### src/rtl/assign_clusters.sv
// assign_clusters: reads K squared distances per point from the DC BRAM,
// picks the argmin cluster per point, packs four 8-bit indices per word and
// writes the packed words into the cluster region of the IO BRAM.
// Optional feature macro: KMEANS_SUM_DIST_EN enables the 48-bit accumulator
// of per-point minimum distances on sum_dist_o (tied to 0 otherwise).
module assign_clusters #(
  parameter int DIST_W       = 32,
  parameter int DC_ADDR_W    = 16,
  parameter int IO_ADDR_W    = 16,
  parameter int MAX_CLUSTERS = 8,
  parameter logic [IO_ADDR_W-1:0] CLUSTER_BASE = '0
) (
  input  logic                 clk_i,
  input  logic                 reset_i,
  input  logic                 start_i,
  output logic                 ready_o,
  output logic                 done_o,
  input  logic [31:0]          num_points_i,
  input  logic [31:0]          num_clusters_i,
  output logic [DC_ADDR_W-1:0] dc_addr_o,
  input  logic [DIST_W-1:0]    dc_din_i,
  output logic [IO_ADDR_W-1:0] io_addr_o,
  output logic                 io_we_o,
  output logic [31:0]          io_dout_o,
  output logic [47:0]          sum_dist_o
);

  typedef enum logic [2:0] {IDLE, SCAN, LAST, WRITE, DONE} state_t;

  localparam logic [DC_ADDR_W-1:0] ADDR_ONE = 1;

  state_t state, next_state;

  logic [31:0]          pts;
  logic [31:0]          p;
  logic [7:0]           kmax;
  logic [7:0]           k;
  logic [7:0]           k_d;
  logic                 cmp_valid;
  logic [1:0]           lane;
  logic [31:0]          pack;
  logic [31:0]          pack_next;
  logic [DIST_W-1:0]    best_dist;
  logic [7:0]           best_idx;
  logic [DC_ADDR_W-1:0] next_addr;
  logic [DC_ADDR_W-1:0] addr_q;
  logic [IO_ADDR_W-1:0] io_addr_q;
  logic [31:0]          io_dout_q;

  logic [7:0]           k_clamped;
  logic                 empty_run;
  logic                 last_k;
  logic                 last_point;
  logic                 take_new;
  logic [7:0]           cand_idx;
  logic                 word_full;

  // K is saturated to MAX_CLUSTERS; the address walk is contiguous
  // (point-major layout), so a running counter replaces p*K+k.
  assign k_clamped  = (num_clusters_i > 32'(MAX_CLUSTERS)) ? 8'(MAX_CLUSTERS)
                                                           : num_clusters_i[7:0];
  assign empty_run  = (num_points_i == 32'd0) || (num_clusters_i == 32'd0);
  assign last_k     = (k == kmax - 8'd1);
  assign last_point = (p == pts - 32'd1);
  assign word_full  = (lane == 2'd3);

  // Distance returned this cycle replaces the running best on the first
  // cluster of a point or on a strictly smaller value (ties keep lower index).
  assign take_new = (k_d == 8'd0) || (dc_din_i < best_dist);
  assign cand_idx = take_new ? k_d : best_idx;

  assign ready_o   = (state == IDLE);
  assign done_o    = (state == DONE);
  assign io_we_o   = (state == WRITE);
  assign io_addr_o = io_addr_q;
  assign io_dout_o = io_dout_q;
  assign dc_addr_o = (state == SCAN) ? next_addr : addr_q;

  // Current word with the final winner of this point inserted into its lane.
  always_comb begin
    pack_next = pack;
    pack_next[8*lane +: 8] = cand_idx;
  end

  // State register.
  always_ff @(posedge clk_i) begin
    if (reset_i) state <= IDLE;
    else         state <= next_state;
  end

  // Next-state decode.
  always_comb begin
    next_state = state;
    case (state)
      IDLE:    if (start_i) next_state = empty_run ? DONE : SCAN;
      SCAN:    if (last_k) next_state = LAST;
      LAST:    next_state = (word_full || last_point) ? WRITE : SCAN;
      WRITE:   next_state = last_point ? DONE : SCAN;
      DONE:    next_state = IDLE;
      default: next_state = IDLE;
    endcase
  end

  // Counters, compare pipeline, packing and IO word registers.
  always_ff @(posedge clk_i) begin
    if (reset_i) begin
      pts       <= '0;
      p         <= '0;
      kmax      <= '0;
      k         <= '0;
      k_d       <= '0;
      cmp_valid <= 1'b0;
      lane      <= '0;
      pack      <= '0;
      best_dist <= '0;
      best_idx  <= '0;
      next_addr <= '0;
      addr_q    <= '0;
      io_addr_q <= '0;
      io_dout_q <= '0;
    end else begin
      cmp_valid <= (state == SCAN);
      k_d       <= k;
      if (cmp_valid && take_new) begin
        best_dist <= dc_din_i;
        best_idx  <= k_d;
      end
      case (state)
        IDLE: begin
          if (start_i) begin
            pts       <= num_points_i;
            kmax      <= k_clamped;
            p         <= '0;
            k         <= '0;
            lane      <= '0;
            pack      <= '0;
            next_addr <= '0;
          end
        end
        SCAN: begin
          addr_q    <= next_addr;
          next_addr <= next_addr + ADDR_ONE;
          k         <= k + 8'd1;
        end
        LAST: begin
          pack <= pack_next;
          k    <= '0;
          if (word_full || last_point) begin
            io_addr_q <= CLUSTER_BASE + p[IO_ADDR_W+1:2];
            io_dout_q <= pack_next;
          end else begin
            lane <= lane + 2'd1;
            p    <= p + 32'd1;
          end
        end
        WRITE: begin
          pack <= '0;
          lane <= '0;
          k    <= '0;
          if (!last_point) p <= p + 32'd1;
        end
        default: begin
        end
      endcase
    end
  end

`ifdef KMEANS_SUM_DIST_EN
  logic [47:0]       sum_q;
  logic [DIST_W-1:0] cand_dist;

  assign cand_dist  = take_new ? dc_din_i : best_dist;
  assign sum_dist_o = sum_q;

  // Accumulate each point's minimum distance; cleared when a run starts.
  always_ff @(posedge clk_i) begin
    if (reset_i)                        sum_q <= '0;
    else if (state == IDLE && start_i)  sum_q <= '0;
    else if (state == LAST)             sum_q <= sum_q + 48'(cand_dist);
  end
`else
  assign sum_dist_o = '0;
`endif

endmodule

### config.mk
export PLATFORM = sky130hd
export DESIGN_NAME = assign_clusters
export DESIGN_NICKNAME = d
export VERILOG_FILES = /design/src/rtl/assign_clusters.sv
export SDC_FILE = /design/constraint.sdc
export NUM_CORES = 1
export LEC_CHECK = 0
export CAP_MARGIN = 20
export CORE_ASPECT_RATIO = 1.5
export CORE_MARGIN = 1
export CORE_UTILIZATION = 45
export DETAILED_ROUTE_END_ITERATION = 8
export DONT_BUFFER_PORTS = 1
export PLACE_DENSITY = 0.66
export SLEW_MARGIN = 10
export SYNTH_ARGS = -nofsm -noshare
export SYNTH_HDL_FRONTEND = slang
export SYNTH_SLANG_ARGS = --single-unit
### constraint.sdc
create_clock -name clk_i -period 3.19 [get_ports clk_i]
set_clock_uncertainty 0.05 [all_clocks]
set_input_delay 0.319 -clock clk_i [delete_from_list [all_inputs] [get_ports clk_i]]
set_output_delay 0.319 -clock clk_i [all_outputs]
set_load 0.02 [all_outputs]
* Word-level counts from Yosys, hierarchy flattened
Index checks and enable logic that the tools add are counted.
** Storage, ports and cells
- Output and inout bits :: 115
- Bits in read-only memories :: 0
- Word-level logic and storage cells :: 79
- Register bits after elaboration :: 246
- Bits in latches :: 0
- Memories kept :: 0
- RAM bits :: 0
** Cells by class
- Bitwise gates (word level) :: 0
- Reductions and logical operators :: 20
- $mul :: 0
- Equality and inequality tests :: 11
- Multiplexer cells :: 22
- Shifts and indexed selects :: 2
- Div/mod/pow operators :: 0
- Magnitude comparators :: 2
- Add/sub/neg operators :: 7
** Operator list (count)
- one-hot mux 32 bit (3 select lines) :: 2
- two-way mux 32 bit :: 3
- zero test 32 bit :: 2
- negator 5 -> 34 bit :: 1
- variable shift 8 x 34 -> 32 bit (first input constant) :: 1
- indexed part select 8 x 34 -> 32 bit :: 1
- adder 32 x 1 -> 32 bit (second input constant) :: 1
- bitwise mux 32 bit :: 1
- == test 32 bit :: 1
- > comparator 32 x 4 -> 1 bit (second input constant) :: 1
- less-than comparator 32 bit :: 1
- two-way mux 16 bit :: 2
- one-hot mux 16 bit (2 select lines) :: 1
- subtractor 32 x 1 -> 32 bit (second input constant) :: 1
- two-way mux 8 bit :: 3
- one-hot mux 8 bit (3 select lines) :: 1
- adder 16 x 1 -> 16 bit (second input constant) :: 1
- two-way mux 3 bit :: 4
- one-hot mux 3 bit (4 select lines) :: 1
- AND reduction 2 bit :: 6
- adder 8 x 1 -> 8 bit (second input constant) :: 1
- == test 8 bit :: 1
- zero test 8 bit :: 1
- != test 2 bit (second input constant) :: 4
- other kinds (16) :: 22

* Longest topological paths before layout
Gate-level depths: netlist (run 1).
- Depth in word-level cells :: 6
- Depth in mapped cells :: 13
- Gate-level depth less buffers :: 11

* Worst setup path after synthesis (run 1)
No wires, ideal clock.
- Path type :: reg2reg
- Start :: register pts[0]
- End :: register io_addr_q[1] (netlist: io_addr_o[1])
- Cell stages (with the launch flop) :: 14
- Buffers on the path :: 2
- Slack :: -0.170 ns
- Required time :: 3.012 ns
- Arrival :: 3.183 ns
- Clock period less this slack :: 3.360 ns
- Cells stage by stage :: dfxtp_1 -> inv_1 -> ha_1 -> nor3b_1 -> nand4_1 -> nor2_8 -> nand4_4 -> a2111oi_4 -> nand4_4 -> a21oi_4 -> buf_8 -> buf_12 -> mux2i_1 -> nor2_1
** Between the ends
- Word-level cells in the longest chain between the ends :: 4
** Ends and longest elaborated chain
- start, declared :: RTL line 34 : logic [31:0] pts;
- start signal, assigned :: RTL line 131 : pts <= num_points_i;
- subtractor 32 x 1 -> 32 bit :: RTL line 64 : assign last_point = (p == pts - 32'd1);
- == test 32 bit :: RTL line 64
- logical OR 1 bit :: RTL line 148 : if (word_full || last_point) begin
- AND reduction 2 bit (no line)
- end signal, assigned :: RTL line 149 : io_addr_q <= CLUSTER_BASE + p[IO_ADDR_W+1:2];
- end, declared :: RTL line 47 : logic [IO_ADDR_W-1:0] io_addr_q;
Every way passes these cells.
A chain may end at the register's enable or synchronous reset.

* Worst setup path after layout (run 1)
- Start :: register pts[16]
- End :: register p[5]
** Between the ends
- Word-level cells in the longest chain between the ends :: 5
- Elaborated cells between the ends (all ways) :: 6
** Ends and longest elaborated chain
- subtractor 32 x 1 -> 32 bit (*) :: RTL line 64
- == test 32 bit (*) :: RTL line 64
- logical OR 1 bit :: RTL line 148
- != test 2 bit (no line)
- AND reduction 4 bit (no line) (*)
- end signal, assigned :: RTL line 153 : p <= p + 32'd1;
- end signal, assigned :: RTL line 160 : if (!last_point) p <= p + 32'd1;
- end, declared :: RTL line 35 : logic [31:0] p;
Every way passes the cells marked *; elsewhere a longest branch is shown, timed or not.

==> summary.txt, run 1 <==
Flow run
  • Maximum Capacitance Violations: 0

Global route
  • Global route overflow: 0
  • Initial antenna violation count: 0
  • Largest net degree at the start of global routing: 136
  • First-pass GRT wire length: 55400 um
  • Vias in the first global route: 11.1k
  • All-Layer GR Usage: 23.1%

Hold path
  • Hold EP: pack[20]$_SDFFE_PP0P_
  • Hold depth: 3
  • Hold Crit Class: in -> reg
  • Hold Crit Start: reset_i

Run status
  • Status: finished, final reports clean

Setup path
  • RR Startpoint: pts[16]$_SDFFE_PP0P_
  • Crit path max fanout: 10
  • Category of the most critical setup path: reg -> reg
  • Worst endpoint data arrival time: 3.61 ns
  • Setup crit start kind: flop
  • Setup slack, reg-to-reg: 0.007 ns
  • Critical path capture point type: flop
  • Slowest Stage Delay on Critical Path: 0.55 ns
  • Delay-heaviest family, CP: simple AND/OR/NAND/NOR gates
  • Worst-path cell chain: or4_4 > or4_4 > o311ai_2 > o41a_1 > nor4_4 > buf_4 > nand4_4 > nand2_2 > buf_4 > or4_1 > nand2_1
  • Worst path required time: 3.62 ns
  • Critical path's slowest cell: or4_4
  • Buf+Inv Stages, Crit Path: 2
  • Reg2reg path depth: 11
  • FF-to-FF End: p[5]$_SDFFE_PP0P_

Clock network
  • Number of CTS-inserted buffers: 26
  • Reg clk slew, reported paths: 0.06 ns
  • Clk sinks: 246
  • CTS tree: built
  • H-tree Lvls: 1
  • Clock root cell: clkbuf_16
  • Worst-Skew Late Latency: 0.54 ns
  • Longest Clk Path Bufs: 3

STA
  • Max Freq: 314 MHz
  • Setup TNS: 0 ns
  • RSZ-0062 raised after global routing: true
  • Fin crit share: 99.8%
  • Slew @ Worst Pin: 0.916 ns
  • Fin worst setup slack: 0.00687 ns
  • Final hold slack: 0.100 ns
  • Final Max Tran Viols: 0
  • Final setup fails: 0
  • Post-route minimum period: 3.18 ns
  • Worst slew margin: 38.8%
  • Final hold violation count: 0

Route
  • Final ANT Viol Nets: 0
  • Pre-antenna DRT Iters: 5
  • Detailed Route Iter0 Violations: 435
  • WL/cell: 16.6 um
  • Total Routed Length: 34700 um
  • Vias per cell: 5.46
  • Via Count: 11.4k
  • Post-route DRC: 0

Logic synthesis
  • Most frequent cells after synthesis: dfxtp_1, nand2_1, nor2_1
  • Synth area leaders: dfxtp_1, nand2_1, a21oi_1, nor2_1, mux2i_1
  • Compound-gate portion of the synthesized area: 16.3%
  • Simple logic cell fraction of the synthesized area: 24.3%
  • Adder-Cell Fraction of Synth Area: 4.03%
  • Top FF cell, synth: dfxtp_1
  • Mapped Avg Cell Area: 8.26 sq um
  • Register bit total from synthesis: 246
  • Netlist cell types: 77
  • Mapped cell area: 13000 sq um
  • Count leader, synth: dfxtp_1
  • Part of the Yosys area used for sequential elements: 37.8%
  • Synthesis Warnings: 0
  • Yosys top cell area share: 37.8%
  • Mapped Cells: 1577
  • Post-synthesis mux area share: 4.81%
  • Number of synthesized flops with an enable pin: 0
  • XOR/XNOR Fraction of Synth Area: 4.64%
  • Main combinational cell family by area after synthesis: simple AND/OR/NAND/NOR gates
  • Post-synth top area cell: dfxtp_1
  • Post-synth ARST share: 0%

Placed design
  • # port buffers: 0
  • Gpl congestion: 0.900
  • Placement Setup Slack: -0.0580 ns
  • Placed wire-length estimate: 24100 um
  • Placed insts: 1949
  • Dpl cell area: 13600 sq um

Floorplan
  • Boundary Pins: 214
  • Core area: 28200 sq um
  • Initial Utilization: 46.1%
  • # rows: 75
  • Die H: 210 um
  • Die area: 29600 sq um
  • Die X: 141 um

Finish
  • Post-Layout Inst Area: 15600 sq um
  • Final #Nets: 1832
  • Synth-to-Final Area Change: 19.6%
  • Core Util, Final: 55.1%
  • Finished Layout Cells: 2091
  • Antenna diodes: 0
  • Layout cells sized above 1: 13.3%

Power and ir drop
  • Leak pwr: 6.09 nW
  • Maximum vdd drop: 0.351 mV
  • PD cells: 501 nW/um^2
  • Final Total Pwr: 7.80 mW
## placed cells by master, fill, tap and decap left out, types with 6 or more instances in the layout
cell type / count
nand4_1: 22
nor2b_1: 44
or4_1: 7
mux2i_1: 56
ha_1: 42
nand2_1: 199
clkbuf_1: 7
nor3_1: 20
buf_4: 79
nand3b_1: 6
or3_1: 14
conb_1: 48
nand2b_1: 10
nor2_1: 152
and2_1: 15
xnor2_1: 42
nor4_1: 30
a211oi_1: 11
clkbuf_16: 30
o31ai_1: 6
dlygate4sd3_1: 87
and3_1: 14
nor2_2: 26
a31oi_1: 11
a22oi_1: 17
a211oi_2: 26
dfxtp_1: 245
o21ai_0: 62
o211ai_1: 6
a311oi_1: 6
a21oi_1: 124
inv_1: 57
nand3_1: 43
a21o_1: 12
xor2_1: 27
## sequential cells by signal, summed over array words and instances, names as in the netlist
name / count
cmp_valid: 1
io_addr_o: 16
io_dout_o: 32
state: 3
kmax: 8
pack: 32
lane: 2
pts: 32
best_dist: 32
next_addr: 16
k: 8
addr_q: 16
best_idx: 8
k_d: 8
p: 32
## what timing repair did
action / in CTS / in global routing
hold endpoints to repair: 185 / 0
gates cloned: 1 / 3
setup buffers: 1 / 6
pin swaps: 1 / 15
gates resized for setup: 5 / 30
endpoints found under the setup margin: 34 / 95
hold buffers: 88 / 0
## cell families after synthesis
group	count (synthesis)
buffers and inverters	198
multiplexers	62
AND/OR/NAND/NOR	637
other	1
AO/OA/AOI/OAI	322
adder cells (fa/ha/maj)	42
flip-flops	246
XOR/XNOR	69
## where the power goes
group / switching [mW] / internal [mW]
Sequential: 0.105 / 3.17
Combinational: 0.979 / 0.723
Clock: 1.20 / 1.63
Total: 2.28 / 5.52
## tightest hold or removal path: cells and delay by family
family             cells  cell delay [ns]
AOI/OAI and AO/OA      1             0.08
and+or+nand+nor        2             0.22
## per-layer routing
layer	track usage [%]	wire length (um)	up-vias	share of wire (%)
li1	-	-	5624	-
met4	11.1	1420	0	4.1
met3	3.23	1560	84	4.5
met1	24.1	13300	5425	38
met2	44.7	18400	278	53
met5	0	0	-	0
## layout make-up
type	instances	area, sq um
clock buffer	38	757
clock inverter	5	25.0
fill	2593	12700
inverter	57	214
multi-input combinational	1180	7400
sequential	246	4930
tap	385	482
timing repair buffer	180	1770
## worst max path at each step
stage | from | end | slack, ns | cells after the start
after floorplan | pts[16]$_SDFFE_PP0P_ | io_addr_o[1]$_SDFFE_PP0P_ | -0.007 | 13
after global routing | pts[16]$_SDFFE_PP0P_ | io_addr_o[0]$_SDFFE_PP0P_ | -0.13 | 11
final | pts[16]$_SDFFE_PP0P_ | p[5]$_SDFFE_PP0P_ | 0.007 | 11
after CTS | best_dist[11]$_SDFFE_PP0P_ | io_dout_o[5]$_SDFFE_PP0P_ | 0.0002 | 12
after detailed placement | pts[16]$_SDFFE_PP0P_ | io_dout_o[2]$_SDFFE_PP0P_ | -0.06 | 11
after global placement | pts[20]$_SDFFE_PP0P_ | io_dout_o[12]$_SDFFE_PP0P_ | -0.008 | 11
No activity file was read; power rests on OpenSTA's default activity.
==> run 2: changes to the inputs <==
Settings changed: PLACE_DENSITY 0.66 to 0.64.
Clock period 3.19 ns to 3.2 ns, I/O delays scaled along.
==> run 2 against run 1 <==
  * The run now ends with negative hold slack, negative setup slack left
  * Final cell count rose by 0.19%
  * Design area grew 1.0%
  * Critical endpoint is now io_addr_o[4]$_SDFFE_PP0P_
  * Wire length down 0.46%
==> summary.txt, run 2 (synthesized netlist as in run 1, its figures left out) <==
Finish
  • Finished Layout Cells: 2095 (was 2091)
  • Core Util, Final: 55.7% (was 55.1%)
  • Layout cells sized above 1: 14.9% (was 13.3%)
  • Final #Nets: 1832 (unchanged)
  • Most common cell after layout, fill and taps aside: dfxtp_1 (unchanged)
  • Antenna diodes: 0 (unchanged)
  • Most frequent cells in the layout: dfxtp_1, nand2_1, nor2_1, a21oi_1, buf_4 (was dfxtp_1, nand2_1, nor2_1, a21oi_1, dlygate4sd3_1)
  • Synth-to-Final Area Change: 20.8% (was 19.6%)

STA
  • Slew @ Worst Pin: 1.01 ns (was 0.916 ns)
  • Post-route minimum period: 3.24 ns (was 3.18 ns)
  • Final hold slack: -0.220 ns (was 0.100 ns)
  • Worst slew margin: 32.5% (was 38.8%)
  • RSZ-0062 raised after global routing: true (unchanged)
  • Fin worst setup slack: -0.0403 ns (was 0.00687 ns)
  • Final hold violation count: 36 (was 0)
  • Final Max Tran Viols: 0 (unchanged)
  • Max Freq: 309 MHz (was 314 MHz)
  • Fin crit share: 101% (was 99.8%)
  • Final setup fails: 23 (was 0)

Clock network
  • CTS tree: built (unchanged)
  • Clock root cell: clkbuf_16 (unchanged)
  • CTS hold repair buffers: 80 (was 88)
  • Number of CTS-inserted buffers: 25 (was 26)
  • H-tree Lvls: 1 (unchanged)
  • Longest Clk Path Bufs: 3 (unchanged)
  • Worst-Skew Late Latency: 0.55 ns (was 0.54 ns)
  • Clk sinks: 246 (unchanged)
  • Reg clk slew, reported paths: 0.06 ns (about the same)

Floorplan
  • Core area: 28200 sq um (unchanged)
  • Die X: 141 um (unchanged)
  • # rows: 75 (unchanged)
  • Die area: 29600 sq um (unchanged)
  • Boundary Pins: 214 (unchanged)
  • Die H: 210 um (unchanged)
  • Initial Utilization: 46.1% (unchanged)

Global route
  • Vias in the first global route: 10.9k (was 11.1k)
  • Initial antenna violation count: 0 (unchanged)
  • All-Layer GR Usage: 22.6% (was 23.1%)
  • Largest net degree at the start of global routing: 191 (was 136)
  • First-pass GRT wire length: 54000 um (was 55400 um)
  • Global route overflow: 0 (unchanged)

Setup path
  • FF-to-FF End: io_addr_o[4]$_SDFFE_PP0P_ (was p[5]$_SDFFE_PP0P_)
  • Critical path capture point type: flop (unchanged)
  • Category of the most critical setup path: reg -> reg (unchanged)
  • Setup slack, reg-to-reg: -0.04 ns (was 0.007 ns)
  • Reg2reg path depth: 11 (unchanged)
  • RR Startpoint: pts[16]$_SDFFE_PP0P_ (unchanged)
  • Worst endpoint data arrival time: 3.61 ns (about the same)
  • Worst path required time: 3.57 ns (was 3.62 ns)
  • Crit path max fanout: 6 (was 10)
  • Setup crit start kind: flop (unchanged)

Power and ir drop
  • PD cells: 514 nW/um^2 (was 501 nW/um^2)
  • Net Sw Frac: 28.5% (was 29.3%)
  • Clk pwr share: 39.3% (was 36.2%)
  • Leak pwr: 6.25 nW (was 6.09 nW)
  • Net Switching: 2.31 mW (was 2.28 mW)
  • Combinational power share: 20.5% (was 21.8%)
  • Seq pwr share: 40.2% (was 42.0%)
  • Internal power: 5.79 mW (was 5.52 mW)
  • Maximum vdd drop: 0.418 mV (was 0.351 mV)

Hold path
  • Hold Crit Start: reset_i (unchanged)
  • Hold Crit Class: in -> reg (unchanged)
  • Hold depth: 1 (was 3)
  • Hold EP: p[1]$_SDFFE_PP0P_ (was pack[20]$_SDFFE_PP0P_)

Route
  • Vias per cell: 5.44 (was 5.46)
  • Post-route DRC: 0 (unchanged)
  • Final ANT Viol Nets: 0 (unchanged)
  • Via Count: 11.4k (about the same)
  • Total Routed Length: 34600 um (was 34700 um)
  • Detailed Route Iter0 Violations: 510 (was 435)
  • WL/cell: 16.5 um (was 16.6 um)
  • Pre-antenna DRT Iters: 4 (was 5)

Placed design
  • Gpl congestion: 0.896 (was 0.900)
  • # port buffers: 0 (unchanged)
  • Placed wire-length estimate: 24300 um (was 24100 um)
  • Placed insts: 1953 (was 1949)

Run status
  • Status: finished with violations (was finished, final reports clean)
  • Failing checks: negative hold slack, negative setup slack

Flow run
  • Maximum Capacitance Violations: 0 (unchanged)
==> run 2: changes by cell type in the layout (fill, tap and decap cells not counted), sizes merged <==
cell and delta:
dlygate4sd3 -7, clkbuf -3, clkinv +1, inv +1
bufinv +4, buf +8
==> run 2: metrics by stage <==
stage | worst slack (ns) | setup TNS [ns] | power (mW) | hold slack (ns) | area (sq um)
after global placement | -0.0312 | -0.544 | 4.82 | 0.355 | 13600
after detailed placement | -0.111 | -2.12 | 4.85 | 0.354 | 13600
after floorplan | 0.00317 | 0 | 4.47 | 0.367 | 13200
after global routing | -0.147 | -5.47 | 8.49 | -0.236 | 15700
final | -0.0403 | -0.304 | 8.09 | -0.220 | 15700
after CTS | -0.00747 | -0.00747 | 8.13 | -0.234 | 15400
==> run 2: critical path: stages, from the launching register on <==
cell	delay, ns
dfxtp_2	0.32
or4_4	0.54
or4_4	0.51
nor2_1	0.17
a41o_1	0.23
and4_2	0.29
nand4_4	0.15
a21oi_4	0.28
buf_12	0.18
buf_12	0.12
mux2i_2	0.20
nor2_1	0.05
==> run 2: power groups by stage <==
stage | clock network (mW) | logic, mW | registers [mW]
after floorplan | 0 | 1.18 | 3.29
after global placement | 0 | 1.50 | 3.32
after detailed placement | 0 | 1.53 | 3.32
after CTS | 3.25 | 1.62 | 3.25
after global routing | 3.40 | 1.83 | 3.27
final | 3.18 | 1.66 | 3.26
==> run 2: worst max path at each step <==
stage                         start                    endpoint  slack [ns]  cells past startpoint
2_1_floorplan  pts[16]$_SDFFE_PP0P_   io_addr_o[1]$_SDFFE_PP0P_       0.003                     13
3_3_place_gp   pts[20]$_SDFFE_PP0P_   io_dout_o[6]$_SDFFE_PP0P_       -0.03                     11
3_5_place_dp   pts[20]$_SDFFE_PP0P_  io_dout_o[10]$_SDFFE_PP0P_       -0.11                     11
4_1_cts        pts[20]$_SDFFE_PP0P_  io_dout_o[29]$_SDFFE_PP0P_      -0.007                     10
5_1_grt        pts[16]$_SDFFE_PP0P_   io_addr_o[4]$_SDFFE_PP0P_       -0.15                     11
6_report       pts[16]$_SDFFE_PP0P_   io_addr_o[4]$_SDFFE_PP0P_       -0.04                     11
==> run 2: cell type report <==
cell class	count	area, sq um
repair buffers	181	1770
clock buffers	35	723
multi-input cells	1180	7450
well taps	385	482
fillers	2583	12500
flip-flops and latches	246	4930
inverters	57	214
clock inverters	11	174
==> run 2: repair_timing <==
| action | 4_1_cts | 5_1_grt |
|---|---|---|
| setup endpoints to repair | 37 | 73 |
| cloned | 1 | 3 |
| hold endpoints to repair | 185 | 103 |
| setup buffers | 4 | 8 |
| resized for setup | 6 | 52 |
| pin swaps | 3 | 21 |
==> run 2: per-layer routing <==
layer | global-route usage, % | share of wire [%] | wire [um] | up-vias
li1 | - | - | - | 5629
met1 | 23.5 | 38 | 13000 | 5417
met2 | 43.6 | 53 | 18500 | 288
met4 | 10.6 | 4.0 | 1400 | 0
met5 | 0 | 0 | 0 | -
met3 | 3.54 | 4.8 | 1670 | 73
==> run 3: changes to the inputs <==
Settings changed: MAX_ROUTING_LAYER from default to met4.
==> run 3 against run 2 <==
  * The run ends with negative hold slack left
  * Sequential cell count did not move
  * Global-route usage increased by 0.88 points
  * First-iteration DRC count shrank 7.6%
  * Hold slack improved by 0.033 ns
  * Non-clock buffer count decreased by 15
  * Combinational power about the same
  * Critical endpoint is now io_addr_o[1]$_SDFFE_PP0P_
  * Largest cell class unchanged
==> summary.txt, run 3 (synthesized netlist as in run 1, its figures left out) <==
Route
  • Final ANT Viol Nets: 0 (unchanged)
  • Via Count: 11.2k (was 11.4k)
  • Post-route DRC: 0 (unchanged)
  • Pre-antenna DRT Iters: 5 (was 4)
  • Detailed Route Iter0 Violations: 471 (was 510)
  • Vias per cell: 5.38 (was 5.44)
  • Total Routed Length: 34300 um (was 34600 um)
  • WL/cell: 16.5 um (about the same)

STA
  • Final Max Tran Viols: 0 (unchanged)
  • Post-route minimum period: 3.17 ns (was 3.24 ns)
  • Fin crit share: 99.2% (was 101%)
  • Max Freq: 315 MHz (was 309 MHz)
  • Final hold violation count: 92 (was 36)
  • Final hold slack: -0.187 ns (was -0.220 ns)
  • Setup TNS: 0 ns (was -0.304 ns)
  • Worst slew margin: 33.7% (was 32.5%)
  • Slew @ Worst Pin: 0.991 ns (was 1.01 ns)
  • Final setup fails: 0 (was 23)
  • RSZ-0062 raised after global routing: true (unchanged)

Floorplan
  • Die X: 141 um (unchanged)
  • Core area: 28200 sq um (unchanged)
  • Initial Utilization: 46.1% (unchanged)
  • Die area: 29600 sq um (unchanged)
  • Boundary Pins: 214 (unchanged)
  • # rows: 75 (unchanged)
  • Die H: 210 um (unchanged)

Setup path
  • Crit path max fanout: 9 (was 6)
  • Category of the most critical setup path: reg -> reg (unchanged)
  • Critical path capture point type: flop (unchanged)
  • Setup crit start kind: flop (unchanged)
  • Worst path required time: 3.58 ns (was 3.57 ns)
  • Worst endpoint data arrival time: 3.55 ns (was 3.61 ns)

Global route
  • All-Layer GR Usage: 23.5% (was 22.6%)
  • Global route overflow: 0 (unchanged)
  • Initial antenna violation count: 0 (unchanged)
  • Vias in the first global route: 11.1k (was 10.9k)
  • First-pass GRT wire length: 54600 um (was 54000 um)
  • Largest net degree at the start of global routing: 191 (unchanged)

Clock network
  • Longest Clk Path Bufs: 3 (unchanged)
  • Number of CTS-inserted buffers: 26 (was 25)
  • CTS hold repair buffers: 80 (unchanged)
  • Worst-Skew Late Latency: 0.55 ns (about the same)
  • CTS tree: built (unchanged)
  • Clk sinks: 246 (unchanged)
  • Clock root cell: clkbuf_16 (unchanged)
  • Reg clk slew, reported paths: 0.06 ns (about the same)
  • H-tree Lvls: 1 (unchanged)

Finish
  • Most frequent cells in the layout: dfxtp_1, nand2_1, nor2_1, a21oi_1, dlygate4sd3_1 (was dfxtp_1, nand2_1, nor2_1, a21oi_1, buf_4)
  • Multi-input logic area: 7370 sq um (was 7450 sq um)
  • Most common cell after layout, fill and taps aside: dfxtp_1 (unchanged)
  • Final #Nets: 1818 (was 1832)
  • Fillers: 2624 (was 2583)
  • Synth-to-Final Area Change: 19.4% (was 20.8%)
  • FF+latch area: 4930 sq um (about the same)
  • Antenna diodes: 0 (unchanged)
  • Layout cells sized above 1: 12.9% (was 14.9%)

Power and ir drop
  • Maximum vdd drop: 0.429 mV (was 0.418 mV)
  • PD cells: 519 nW/um^2 (was 514 nW/um^2)
  • Leak pwr: 6.14 nW (was 6.25 nW)
  • Final Total Pwr: 8.08 mW (was 8.09 mW)

Placed design
  • Gpl congestion: 0.900 (was 0.896)
  • Placed wire-length estimate: 24200 um (was 24300 um)
  • # port buffers: 0 (unchanged)

Run status
  • Failing checks: negative hold slack (was negative hold slack, negative setup slack)
  • Status: finished with violations (unchanged)

Hold path
  • Hold Crit Class: in -> reg (unchanged)

Flow run
  • Maximum Capacitance Violations: 0 (unchanged)
run 3: changes by cell type in the layout (fill, tap and decap cells not counted), moves of 5 or more:
| cell | change |
|---|---|
| a211oi_1 | +5 |
| nor2_1 | +6 |
| a211oi_2 | -5 |
| buf_4 | -14 |
| nor2_4 | -7 |
run 3: metal layers:
| layer | share of wire (%) | wire length [um] | GRT usage [%] | vias to the layer above |
|---|---|---|---|---|
| li1 | - | - | - | 5588 |
| met1 | 37 | 12800 | 23.6 | 5287 |
| met3 | 4.2 | 1430 | 3.23 | 75 |
| met5 | 0 | 0 | - | - |
| met4 | 3.7 | 1270 | 10.3 | 0 |
| met2 | 55 | 18700 | 44.7 | 242 |
run 3: layout make-up:
type                            instances  share of cell area, %
Clock buffer                           36                   4.75
Clock inverter                          9                   1.01
Inverter                               57                   1.38
Multi-Input combinational cell       1180                   47.4
Sequential cell                       246                   31.7
Tap cell                              385                   3.10
Timing Repair Buffer                  166                   10.7
run 3: worst max-delay path, cell delays in order, from the launching register on:
cell	delay (ns)
dfxtp_1	0.31
or4_4	0.54
or4_4	0.51
nor2_8	0.13
nand4_4	0.10
a2111oi_4	0.41
nand4_4	0.18
a21oi_4	0.23
buf_12	0.19
buf_12	0.14
mux2i_1	0.20
nor2_1	0.05
run 3: final timing paths:
kind	from	endpoint	slack, ns	depth (start not counted)
max	pts[16]$_SDFFE_PP0P_	io_addr_o[1]$_SDFFE_PP0P_	0.03	11
min	reset_i	io_addr_o[12]$_SDFFE_PP0P_	-0.19	1
max reg2reg	pts[16]$_SDFFE_PP0P_	io_addr_o[1]$_SDFFE_PP0P_	0.03	11
min reg2reg	pack[11]$_SDFFE_PP0P_	pack[11]$_SDFFE_PP0P_	0.39	2
run 3: stage by stage:
| step | cells | hold WS (ns) | util (%) | setup WS, ns | area [sq um] |
|---|---|---|---|---|---|
| floorplan | 1624 | 0.367 | - | 0.00317 | 13200 |
| global placement | 1944 | 0.356 | 48.1 | -0.0397 | 13600 |
| detailed placement | 1944 | 0.358 | 48.1 | -0.0869 | 13600 |
| CTS | 2070 | -0.203 | 54.3 | 0.00860 | 15300 |
| global route | 2079 | -0.206 | 55.1 | -0.134 | 15600 |
| finish | 2079 | -0.187 | 55.1 | 0.0258 | 15600 |
run 3: power breakdown:
group / leakage (nW) / total [mW] / switching, mW / internal, mW
combinational: 3.72 / 1.64 / 0.935 / 0.703
sequential: 1.99 / 3.26 / 0.0998 / 3.16
clock: 0.426 / 3.18 / 1.25 / 1.93
run 3: repair_timing:
| action | in CTS | in global routing |
|---|---|---|
| setup buffers | 1 | 5 |
| pin swaps | 3 | 17 |
| endpoints found under the setup margin | 44 | 127 |
| gates resized for setup | 8 | 21 |
| endpoints found under the hold margin | 185 | 103 |
| cloned | 0 | 4 |
